===== config.mk =====
export PLATFORM = sky130hd
export DESIGN_NAME = regfile_seq_ctrl
export DESIGN_NICKNAME = d
export VERILOG_FILES = /design/src/rtl/regfile_seq_ctrl.sv
export SDC_FILE = /design/constraint.sdc
export NUM_CORES = 1
export LEC_CHECK = 0
export ABC_AREA = 1
export BUFFER_PORTS_ARGS = -buffer_cell sky130_fd_sc_hd__buf_2
export CAP_MARGIN = 30
export CORE_MARGIN = 2
export CORE_UTILIZATION = 30
export CTS_BUF_LIST = sky130_fd_sc_hd__clkbuf_8
export DETAILED_ROUTE_END_ITERATION = 8
export GPL_TIMING_DRIVEN = 0
export PLACE_DENSITY = 0.48
export SETUP_SLACK_MARGIN = 0.1
export SLEW_MARGIN = 20
export SYNTH_ARGS = -nofsm -noshare
export SYNTH_HDL_FRONTEND = slang
export SYNTH_SLANG_ARGS = --single-unit

===== constraint.sdc =====
create_clock -name clk -period 1.8 [get_ports clk]
set_clock_uncertainty 0.2 [all_clocks]
set_input_delay 0.36 -clock clk [delete_from_list [all_inputs] [get_ports clk]]
set_output_delay 0.36 -clock clk [all_outputs]
set_load 0.02 [all_outputs]

===== src/rtl/regfile_seq_ctrl.sv =====
// Multicycle control sequencer for the lab CPU: fetch, decode, execute,
// memory and write-back steps driving register file, ALU, PC and data memory.
module regfile_seq_ctrl #(
    parameter int         TIMEOUT_CYC = 255,
    parameter logic [3:0] HALT_OP     = 4'hF
) (
    input  logic        clk,
    input  logic        rst,
    input  logic [15:0] imem_rdata,
    input  logic        imem_ready,
    output logic        imem_req,
    output logic [15:0] ir,
    output logic        pc_inc,
    output logic        pc_load,
    input  logic        alu_zero,
    output logic [3:0]  alu_op,
    output logic        alu_src_imm,
    input  logic        dmem_ready,
    output logic        dmem_req,
    output logic        dmem_we,
    output logic        wb_sel_mem,
    output logic        reg_write,
    output logic        IType,
    output logic        halted,
    output logic        fault
);

    localparam int CW = $clog2(TIMEOUT_CYC + 1);
    localparam logic [CW-1:0] TMO_LAST = CW'(TIMEOUT_CYC - 1);

    typedef enum logic [2:0] {
        S_FETCH,
        S_DECODE,
        S_EXEC,
        S_MEM,
        S_WB,
        S_HALT
    } state_t;

    state_t         r_state;
    state_t         w_next;
    logic [15:0]    r_ir;
    logic [CW-1:0]  r_cnt;
    logic           r_fault;
    logic [3:0]     w_op;
    logic           w_wait;
    logic           w_tmo;
    logic           w_alu_phase;

    assign w_op   = r_ir[15:12];
    assign w_wait = ((r_state == S_FETCH) && !imem_ready) ||
                    ((r_state == S_MEM) && !dmem_ready);
    assign w_tmo  = w_wait && (r_cnt == TMO_LAST);
    assign w_alu_phase = (r_state == S_EXEC) || (r_state == S_MEM) ||
                         (r_state == S_WB);

    always_ff @(posedge clk or posedge rst) begin
        if (rst) begin
            r_state <= S_FETCH;
            r_ir    <= '0;
            r_cnt   <= '0;
            r_fault <= 1'b0;
        end else begin
            r_state <= w_next;
            if ((r_state == S_FETCH) && imem_ready)
                r_ir <= imem_rdata;
            // Wait counter only runs while a request is outstanding
            if (w_next != r_state)
                r_cnt <= '0;
            else if (w_wait)
                r_cnt <= r_cnt + CW'(1);
            if (w_tmo)
                r_fault <= 1'b1;
        end
    end

    always_comb begin
        w_next = r_state;
        case (r_state)
            S_FETCH: begin
                if (imem_ready)
                    w_next = S_DECODE;
                else if (w_tmo)
                    w_next = S_HALT;
            end
            S_DECODE: begin
                if (w_op == HALT_OP)
                    w_next = S_HALT;
                else if (w_op inside {4'h0, 4'hD, 4'hE})
                    w_next = S_FETCH;
                else
                    w_next = S_EXEC;
            end
            S_EXEC: begin
                if (w_op inside {4'h9, 4'hA})
                    w_next = S_MEM;
                else if (w_op inside {[4'h1:4'h8]})
                    w_next = S_WB;
                else
                    w_next = S_FETCH;
            end
            S_MEM: begin
                if (dmem_ready)
                    w_next = (w_op == 4'h9) ? S_WB : S_FETCH;
                else if (w_tmo)
                    w_next = S_HALT;
            end
            S_WB:    w_next = S_FETCH;
            S_HALT:  w_next = S_HALT;
            default: w_next = S_FETCH;
        endcase
    end

    always_comb begin
        imem_req    = 1'b0;
        pc_inc      = 1'b0;
        pc_load     = 1'b0;
        alu_op      = 4'h0;
        alu_src_imm = 1'b0;
        dmem_req    = 1'b0;
        dmem_we     = 1'b0;
        wb_sel_mem  = 1'b0;
        reg_write   = 1'b0;
        IType       = 1'b0;
        halted      = 1'b0;
        if (w_alu_phase) begin
            if (w_op inside {[4'h1:4'h7]}) begin
                alu_op = w_op;
            end else if (w_op inside {4'h8, 4'h9, 4'hA}) begin
                alu_op      = 4'h1;
                alu_src_imm = 1'b1;
            end else if (w_op == 4'hB) begin
                alu_op = 4'h2;
            end
        end
        case (r_state)
            S_FETCH: begin
                imem_req = 1'b1;
                pc_inc   = imem_ready;
            end
            S_EXEC: begin
                pc_load = (w_op == 4'hC) || ((w_op == 4'hB) && alu_zero);
            end
            S_MEM: begin
                dmem_req   = 1'b1;
                dmem_we    = (w_op == 4'hA);
                wb_sel_mem = (w_op == 4'h9);
            end
            S_WB: begin
                reg_write  = 1'b1;
                IType      = (w_op == 4'h8) || (w_op == 4'h9);
                wb_sel_mem = (w_op == 4'h9);
            end
            S_HALT:  halted = 1'b1;
            default: ;
        endcase
    end

    assign ir    = r_ir;
    assign fault = r_fault;

endmodule


# Word-level counts from Yosys, hierarchy flattened
# Cells that the tools add are included.
# Widths: inputs -> output; s select.
dict set report word_totals {
  wordCells 71
  output_inout_bits 31
  in_bits 21
  reg_bits 28
}
dict set report classes {
  eq_ne 15
  n_lt_le_gt_ge 3
  n_reduce_logical 21
  addsub 1
  mux 27
}
# cell n
set ops {}
lappend ops {{$eq 4x4->1 const B} 8}
lappend ops {{$mux 3} 7}
lappend ops {{$mux 8} 2}
lappend ops {{$pmux 3 s5} 1}
lappend ops {{$mux 1} 12}
lappend ops {{$add 8x1->8 const B} 1}
lappend ops {{$eq 8x8->1 const B} 1}
lappend ops {{$mux 4} 2}
lappend ops {{$logic_and 1x1->1} 7}
lappend ops {{$eq 3x2->1 const B} 2}
lappend ops {{$eq 3x3->1 const B} 2}
lappend ops {{$mux 2} 3}
lappend ops {{$reduce_bool 3->1} 2}
lappend ops {{$logic_or 1x1->1} 5}
lappend ops {{$ge 4x1->1 const B} 1}
lappend ops {{$le 4x3->1 const B} 1}
lappend ops {{$le 4x4->1 const B} 1}
lappend ops {{$logic_not 4->1} 1}
lappend ops {{$reduce_bool 2->1} 2}
lappend ops {{$eq 3x1->1 const B} 1}
lappend ops {{$logic_not 3->1} 1}
lappend ops {{$ne 3x3->1} 1}
lappend ops {{$logic_not 1->1} 2}
lappend ops {{$reduce_or 2->1} 1}

# Longest topological paths before layout
dict set report logic_depth {
  ltp_word 9
  depth_mapped 12
  ltp_nobuf 12
}

# Worst setup path after synthesis
# Ideal clock, no wire load.
dict set report synth_timing {
  path_type {register to output}
  startpoint {register r_state[1]}
  endpoint {output port alu_op[2]}
  stages_incl_launch_ff 6
  arrival_ns 1.579
  setup_slack_ns -0.339
  t_required_ns 1.240
  cell_sequence {dfrtp_1 -> nor2_1 -> inv_1 -> nor2_1 -> nor2_1 -> nor3_1}
}
dict set report synth_between {
  elab_chain_cells 4
  word_cells_on_any_way 6
}
# element line_no
set synth_rtl {}
lappend synth_rtl {{start: declaration} 40} ;# state_t r_state;
lappend synth_rtl {{start signal: assignment} 64} ;# r_state <= w_next;
lappend synth_rtl {{$eq 3x2->1} 54} ;# assign w_alu_phase = (r_state == S_EXEC) || (r_state == S_MEM) ||
lappend synth_rtl {{$logic_or 1x1->1} 54}
lappend synth_rtl {{$logic_or 1x1->1 *} 54}
lappend synth_rtl {{$mux 4 *} 126} ;# if (w_alu_phase) begin
lappend synth_rtl {{end: declaration} 16} ;# output logic [3:0] alu_op,
# Mark *: on every way between the ends. The rest lies on a longest branch, timed or not.

# Worst setup path in the final report
# Same ends and word-level chain as after synthesis.

==> flow_summary.yaml <==
run_status:
  status: "finished with violations"
  violations: "negative setup slack"
die:
  core_mm2: 0.00501
  die_area_mm2: 0.00570
  die_w_um: 75.5
  die_h_um: 75.5
  rows: 26
  initial_core_util_pct: 30.6
  ios: 52
clock_tree:
  cts_tree: "yes"
  clock_sinks: 28
  cts.clk_slew.worst_paths_ns: 0.10
  cts_buffers: 3
  clock_latency_ns: 0.28
  htree_levels: 1
  cts-root-buf: "clkbuf_8"
  clk_path_buf_depth: 2
global_routing:
  grt_usage_pct: 13.9
  met3_usage_pct: 3.04
  grt_use_met1_pct: 19.4
  antenna_found_initial: 0
  grt_max_degree: 29
  grt_pass1_wl_um: 6080
  grt_use_met2_pct: 22.6
  overflow: 0
  top_usage_layer: "met2"
  first_global_vias: 1310
power_and_ir_drop:
  p_per_area_mw_per_mm2: 1580
  pwr-share-clk_pct: 13.4
  switching_share_pct: 46.9
  power_frac_comb_pct: 59.0
  ir_worst_vdd_mv: 1.02
  p_sw_mw: 1.77
  pwr-share-seq_pct: 27.6
  p_leak_nw: 1.22
  report.power.total_mw: 3.76
  intPower_mw: 2.00
synthesis:
  synth-seq-cells: 28
  syn-num-nets: 232
  synthCells: 209
  synth_cell_types: 26
  synth_area_mm2: 0.00153
  synth_seq_area_share_pct: 45.7
  syn_avg_cell_area_um2: 7.33
  ys_warn_count: 0
worst_setup_path:
  setup.worst_path.end_class: "primary output"
  r2r-end: "r_cnt[3]$_DFFE_PP0P_"
  cp.required_ns: 1.24
  cp-start-kind: "flop"
  reg2reg_from: "r_cnt[1]$_DFFE_PP0P_"
  crit_buf_inv: 2
  reg2reg_depth: 8
  critPathTopFamily: "simple AND/OR/NAND/NOR gates"
  path_cells: "nor2_4 -> inv_2 -> nor2_4 -> nor2_4 -> nor3_4 -> buf_6"
  crit_top_cell: "nor2_4"
  cp_max_fo: 5
  arrival_ns: 1.43
  cpPeakStageDelay_ns: 0.47
  cp_slowest_cell: "dfrtp_2"
  reg2reg_slack_ns: -0.05
  crit_type: "flop to primary output"
sta:
  finalSetupViolations: 20
  whs_ns: 0.0759
  hold_viol_final: 0
  period_share_pct: 111
  tightest_slew_ns: 0.603
  period_needed_ns: 1.99
  rsz0062_at_grt: "true"
  maxSlewHeadroom_pct: 59.7
  slew_violations: 0
  fmax_mhz: 502
  tns_ns: -2.04
  layout_setup_ws_ns: -0.190
cells_and_area:
  layout.nets: 303
  diodes: 0
  area_growth_syn_to_layout_pct: 55.4
  drive_gt1_share_pct: 48.0
  stdcell_area_mm2: 0.00238
  nFillCells: 525
routing:
  routed-via-count: 1460
  drc: 0
  postRouteAntennaNets: 0
  vias_per_cell: 4.18
  drt_wl_total_um: 3790
  dr.pass1.iters: 4
  wire_per_inst_um: 10.8
  first_iter_violations: 50
placed_design:
  placed_area_mm2: 0.00198
  gp_congestion: 0.768
  port_buffers: 50
  place_hpwl_um: 2630
hold_path:
  min-delay-start: "imem_rdata[9]"
  holdPathStages: 3
  hold_class: "primary input to flop"
  hold_end: "ir[9]$_DFFE_PP0P_"
flow_run:
  max_cap_violations: 0
## how the worst max path moves through the flow
stage / start / to / cells past startpoint
5_1_grt: r_state[1]$_DFF_PP0_ / pc_inc / 7
4_1_cts: r_state[1]$_DFF_PP0_ / pc_inc / 7
3_5_place_dp: r_cnt[0]$_DFFE_PP0P_ / r_cnt[4]$_DFFE_PP0P_ / 12
6_report: r_state[1]$_DFF_PP0_ / alu_op[2] / 6
2_1_floorplan: r_state[1]$_DFF_PP0_ / alu_op[2] / 5
3_3_place_gp: r_state[2]$_DFF_PP0_ / pc_inc / 7
## flip-flops by register name, summed over array words and instances (netlist names)
signal	flops
ir	16
r_cnt	8
r_state	3
fault	1
## cell families (layout without fill, tap and decap cells)
logic type,after synthesis,in the layout,share of synthesized area (%)
and+or+nand+nor,123,123,34.9
other,1,1,0.245
xor gates and xnor gates,6,6,3.43
DFF,28,28,45.7
buffers and inverters,35,105,8.82
adders and majority gates,2,2,1.63
AOI/OAI and AO/OA,14,14,5.22
## layout by cell type (no fill, tap or decap), types with 4 or more instances in the layout
master | synthesis | final
buf_2 | 0 | 39
buf_4 | 1 | 16
buf_6 | 0 | 11
clkbuf_8 | 0 | 4
dfrtp_1 | 28 | 21
dfrtp_2 | 0 | 7
inv_1 | 30 | 18
inv_2 | 1 | 11
nand2_1 | 66 | 63
nand2_2 | 7 | 5
nand2_4 | 0 | 5
nand3_1 | 11 | 7
nand3_2 | 0 | 4
nor2_1 | 28 | 12
nor2_2 | 1 | 8
nor2_4 | 1 | 10
o21ai_0 | 8 | 7
xor2_1 | 4 | 4
## Yosys cell counts
master / count / area [µm²]
nor2_4: 1 / 11.3
nand3_4: 1 / 17.5
xnor2_1: 2 / 17.5
inv_1: 30 / 113
ha_1: 2 / 25.0
nand3_1: 11 / 55.1
xor2_1: 4 / 35.0
o21ai_0: 8 / 40.0
nor2_1: 28 / 105
nor2_2: 1 / 6.26
nor4_1: 1 / 6.26
nand4_1: 1 / 6.26
or2_1: 1 / 6.26
nand2_1: 66 / 248
a21oi_1: 4 / 20.0
a31oi_2: 1 / 12.5
clkbuf_1: 3 / 11.3
nand3b_1: 1 / 7.51
nand2_2: 7 / 43.8
nor3b_1: 1 / 7.51
dfrtp_1: 28 / 701
nor3_1: 3 / 15.0
conb_1: 1 / 3.75
buf_4: 1 / 7.51
inv_2: 1 / 3.75
a22oi_1: 1 / 7.51
## power by group through the flow
stage	Sequential (mW)	Clock, mW	Combinational (mW)
3_3_place_gp	1.07	0	1.71
4_1_cts	1.03	0.525	2.05
3_5_place_dp	1.06	0	1.72
2_1_floorplan	1.25	0	1.06
5_1_grt	1.07	0.548	2.44
6_report	1.04	0.503	2.22
## worst min-delay path: cells and delay by family
kind / cells / cell delay, ns
buffers and inverters: 1 / 0.07
and+or+nand+nor: 2 / 0.08
## layout make-up
| type | instances | area (µm²) | share of cell area [%] |
|---|---|---|---|
| multi-input cells | 146 | 906 | 38.0 |
| flip-flops and latches | 28 | 709 | 29.8 |
| repair buffers | 66 | 457 | 19.2 |
| inverters | 31 | 121 | 5.09 |
| well taps | 70 | 87.6 | 3.68 |
| clock buffers | 3 | 41.3 | 1.73 |
| clock inverters | 1 | 30.0 | 1.26 |
| plain buffers | 4 | 30.0 | 1.26 |
## metal layers
layer / wire (µm) / vias up
li1: - / 776
met2: 1830 / 27
met5: 0 / -
met4: 18 / 0
met1: 1790 / 655
met3: 154 / 2
## what timing repair did
| action | CTS | global route |
|---|---|---|
| hold endpoints to repair | 28 | 0 |
| gates resized for setup | 39 | 28 |
| hold buffers | 1 | 0 |
| buffers inserted | 9 | 6 |
| cloned | 0 | 0 |
| endpoints found under the setup margin | 28 | 29 |
| pin swaps | 8 | 8 |
## stage by stage
stage               util, %  setup slack [ns]  cells
floorplan                 -            0.0904    209
global placement       39.5            -0.111    329
detailed placement     39.5            -0.120    329
CTS                    44.8            -0.202    343
global route           47.6            -0.280    349
finish                 47.6            -0.190    349
Note: power is estimated with default switching activity, not from simulation.
